===== src/rtl/regfile_sb.sv =====
// rtl/regfile_sb.sv - multi-read-port register file with write-through bypass and busy scoreboard
// r0 is hardwired to zero; a same-cycle writeback is forwarded as ready data on every read port.
module regfile_sb #(
  parameter int DATA_W = 32,
  parameter int ADDR_W = 5,
  parameter int NUM_RD = 2
) (
  input  logic                     clk,
  input  logic                     rst,
  input  logic [NUM_RD*ADDR_W-1:0] rd_addr,
  output logic [NUM_RD*DATA_W-1:0] rd_data,
  output logic [NUM_RD-1:0]        rd_busy,
  input  logic                     wr_en,
  input  logic [ADDR_W-1:0]        wr_addr,
  input  logic [DATA_W-1:0]        wr_data,
  input  logic                     iss_en,
  input  logic [ADDR_W-1:0]        iss_addr,
  input  logic                     flush,
  output logic                     busy_any
);

  localparam int NREGS = 2 ** ADDR_W;

  logic [DATA_W-1:0] mem_q [NREGS];
  logic [DATA_W-1:0] mem_d [NREGS];
  logic [NREGS-1:0]  busy_q;
  logic [NREGS-1:0]  busy_d;
  logic              wr_ok;
  logic              iss_ok;

  assign wr_ok  = wr_en && (wr_addr != '0);
  assign iss_ok = iss_en && (iss_addr != '0);

  always_comb begin
    mem_d = mem_q;
    if (wr_ok) begin
      mem_d[wr_addr] = wr_data;
    end
  end

  // Issue is applied after the writeback clear so a new producer wins on the same index.
  always_comb begin
    busy_d = busy_q;
    if (flush) begin
      busy_d = '0;
    end else begin
      if (wr_ok) begin
        busy_d[wr_addr] = 1'b0;
      end
      if (iss_ok) begin
        busy_d[iss_addr] = 1'b1;
      end
    end
    busy_d[0] = 1'b0;
  end

  always_ff @(posedge clk or negedge rst) begin
    if (!rst) begin
      for (int i = 0; i < NREGS; i++) begin
        mem_q[i] <= '0;
      end
      busy_q <= '0;
    end else begin
      mem_q  <= mem_d;
      busy_q <= busy_d;
    end
  end

  always_comb begin
    rd_data = '0;
    rd_busy = '0;
    for (int i = 0; i < NUM_RD; i++) begin
      logic [ADDR_W-1:0] a;
      logic              hit;
      a   = rd_addr[i*ADDR_W +: ADDR_W];
      hit = wr_en && (wr_addr == a);
      if (a == '0) begin
        rd_data[i*DATA_W +: DATA_W] = '0;
        rd_busy[i]                  = 1'b0;
      end else begin
        rd_data[i*DATA_W +: DATA_W] = hit ? wr_data : mem_q[a];
        rd_busy[i]                  = busy_q[a] && !hit;
      end
    end
  end

  assign busy_any = |busy_q;

endmodule


===== config.mk =====
export PLATFORM = sky130hd
export DESIGN_NAME = regfile_sb
export DESIGN_NICKNAME = d
export VERILOG_FILES = /design/src/rtl/regfile_sb.sv
export SDC_FILE = /design/constraint.sdc
export NUM_CORES = 2
export LEC_CHECK = 0
export BUFFER_PORTS_ARGS = -buffer_cell sky130_fd_sc_hd__buf_2
export CAP_MARGIN = 20
export CORE_MARGIN = 4
export CORE_UTILIZATION = 55
export CTS_CLUSTER_DIAMETER = 40
export DETAILED_ROUTE_END_ITERATION = 8
export GPL_ROUTABILITY_DRIVEN = 0
export PLACE_DENSITY = 0.74
export SYNTH_ARGS = -nofsm -noshare
export SYNTH_HDL_FRONTEND = slang
export SYNTH_SLANG_ARGS = --single-unit

===== constraint.sdc =====
create_clock -name clk -period 2.5 [get_ports clk]
set_input_delay 0.125 -clock clk [delete_from_list [all_inputs] [get_ports clk]]
set_output_delay 0.125 -clock clk [all_outputs]
set_load 0.005 [all_outputs]

==> flow_metrics.py <==
metrics = {
    "worst_hold_path": {
        "worstHoldPathCells": 5,
        "hold_class": "input pin to flop",
    },
    "yosys": {
        "synthCells": 4091,
        "ys_async_sr_fraction": 1.00,
        "synth_seq_cells": 1055,
        "synth_area_um2": 57400,
        "yosys.area.top_type": "dfrtp_1",
        "yosysUniqueCellTypes": 61,
        "synth_top_area_frac": 0.460,
        "synth_enable_flop_cells": 0,
        "synthTopCellsByArea": "dfrtp_1, mux2_2, mux4_2",
        "ys.warnings.count": 0,
        "synthesis.nets": 4148,
        "synth_flop_cell": "dfrtp_1",
        "ys_seq_area_frac": 0.460,
        "avgSynthCellArea_um2": 14.0,
    },
    "global_route": {
        "grt_pass1_vias": 43285,
        "grtUsageTotal": 0.370,
        "grt_overflow": 0,
        "grt_antenna_before_repair": 11,
        "grt_max_degree": 115,
        "grt_pass1_wl_um": 295000,
    },
    "clocking": {
        "cts_tree": "yes",
        "clock_path_buffers": 3,
        "clock-root-buffer": "clkbuf_16",
        "clk_latency_ns": 0.76,
        "numCtsBuffers": 150,
        "cts.sinks": 1055,
        "htree_levels": 4,
        "clk_pin_slew_ns": 0.05,
    },
    "worst_setup_path": {
        "cpMostUsedCell": "mux4_2",
        "cp_cell_sequence": "mux4_2 > mux4_2 > mux2i_4 > nor2_4 > buf_2",
        "start_kind": "flop",
        "worstSetupEndpointType": "output pin",
        "r2r_slack_ns": 0.99,
        "rr_endpoint": "busy_q[29]",
        "critPathKind": "flop to output pin",
        "reg2reg_from": "busy_q[29]",
        "cp-startpoint": "busy_q[18]",
        "crit_end": "rd_busy[0]",
        "worstPathMaxFanout": 4,
        "crit_arrival_ns": 2.71,
        "max_stage_delay_ns": 0.54,
        "cp.required_ns": 2.38,
        "reg2reg_depth": 4,
        "worst_path_max_delay_cell": "mux4_2",
    },
    "timing": {
        "setup_slack_ns": -0.335,
        "hold_viol_final": 0,
        "fmax_ghz": 0.353,
        "finalSetupViolCount": 47,
        "worst_pin_slew_ns": 0.775,
        "min_period_ns": 2.83,
        "maxSlewViolCount": 0,
        "rsz0062_at_grt": "yes",
        "skew_ns": 0,
        "slew-limit-headroom": 0.478,
        "period_share": 1.13,
    },
    "pwr": {
        "power_frac_comb": 0.205,
        "p_leak_nw": 30.2,
        "seqPwrFrac": 0.406,
        "ir_worst_vdd_mv": 0.713,
        "p_sw_frac": 0.286,
        "pwr-share-clk": 0.389,
        "p_per_area_nw_per_um2": 809,
        "p_int_mw": 39.8,
        "net-switching-power_mw": 15.9,
    },
    "route": {
        "vias_per_cell": 7.15,
        "via_count": 41934,
        "drtAntennaViolNets": 0,
        "totalWireLength_um": 200000,
        "dr.pass1.iters": 6,
        "wire_per_inst_um": 34.2,
        "initialDrtViolationCount": 5254,
        "drc": 0,
    },
    "placed_design": {
        "dp_hpwl_um": 125000,
        "place_ws_ns": -0.246,
        "placed_area_um2": 61600,
        "numPortBuffers": 123,
    },
    "layout": {
        "area_growth_pct": 20.2,
        "final_cell_mix": "dfrtp_1, mux2_2, mux4_2",
        "drive_gt1_frac": 0.544,
        "nNetsFinal": 4417,
        "design_area_um2": 68900,
        "layout_commonest_cell": "dfrtp_1",
    },
    "job": {
        "drv_cap": 0,
    },
    "status": {
        "violations": "negative setup slack",
        "outcome": "finished, violations left",
    },
    "floorplanning": {
        "design.core.area_um2": 103000,
        "start_util": 0.554,
        "pin_count": 124,
        "die_h_um": 331,
        "fp-row-count": 118,
        "dieWidth_um": 331,
        "die-area_um2": 110000,
    },
}
==> worst max-delay path, delay by kind of cell (launching register included) <==
family	cells	cell delay [ns]
buffers and inverters	1	0.14
flip-flops	1	0.41
multiplexers	3	1.31
AND/OR/NAND/NOR	1	0.09
==> power by group through the flow <==
| stage | sequential [mW] | combinational [mW] | clock (mW) |
|---|---|---|---|
| 5_1_grt | 23.0 | 12.1 | 22.6 |
| 4_1_cts | 22.5 | 11.0 | 21.8 |
| 6_report | 22.6 | 11.4 | 21.7 |
| 3_5_place_dp | 22.8 | 10.3 | 0 |
| 3_3_place_gp | 22.5 | 10.0 | 0 |
| 2_1_floorplan | 21.9 | 7.53 | 0 |
==> area by class of cell <==
class	instances	area, µm²
Sequential cell	1055	26400
Timing Repair Buffer	573	5580
Multi-Input combinational cell	2572	30100
Clock inverter	95	1100
Clock buffer	176	4030
Tap cell	1380	1730
Fill cell	7101	34600
Antenna cell	7	17.5
Inverter	8	30.0
==> Yosys cell counts, drive strengths merged, types with 32 or more instances <==
cell type and instances:
dfrtp 1055, mux2 997, mux4 433, clkbuf 238, buf 218, mux2i 187
nand2 180, nor2 93, o21ai 73, o22ai 65, a221oi 63, a211oi 60
a22oi 52, a21oi 49, nor2b 38, nand3 36, nor3 32
==> worst min path at each step <==
stage / from / end
floorplan: rst / busy_q[10]
global placement: rst / mem_q[615]
detailed placement: rst / mem_q[679]
CTS: wr_addr[2] / busy_q[28]
global route: wr_addr[1] / busy_q[31]
finish: wr_addr[4] / busy_q[27]
==> flip-flops by register name (all words and copies together), names as in the netlist <==
register and flops:
mem_q 1024, busy_q 31
==> layer usage <==
layer,vias to the layer above,GRT usage,wire (µm)
met5,-,0,57
met4,8,0.214,14100
met3,835,0.122,24800
met2,2900,0.548,89000
met1,21855,0.481,72500
li1,16336,-,-
==> per-stage QoR <==
stage               TNS, ns  total power, mW  hold WS, ns   util  std cells
finish                -5.42             55.7        0.149  0.666       5866
global route          -8.30             57.7        0.138  0.666       5861
CTS                   -6.01             55.4       0.0690  0.661       5854
detailed placement   -0.268             33.1       0.0883  0.595       5488
global placement     -0.294             32.5       0.0894  0.595       5488
floorplan                 0             29.5       -0.171      -       4091
==> what timing repair did <==
action                     4_1_cts  5_1_grt
setup endpoints to repair       65       66
pin swaps                      112       58
hold buffers                    51        0
hold endpoints to repair      1356        0
gates resized for setup        202      102
setup buffers                   50        5
==> kinds of logic after synthesis <==
logic type	count (synthesis)	synth area share
simple gates	471	0.0387
mux	1617	0.398
flops	1055	0.460
xor+xnor	10	0.00153
compound gates	474	0.0605
buf+inv	464	0.0406
Note: power is estimated with default switching activity, not from simulation.
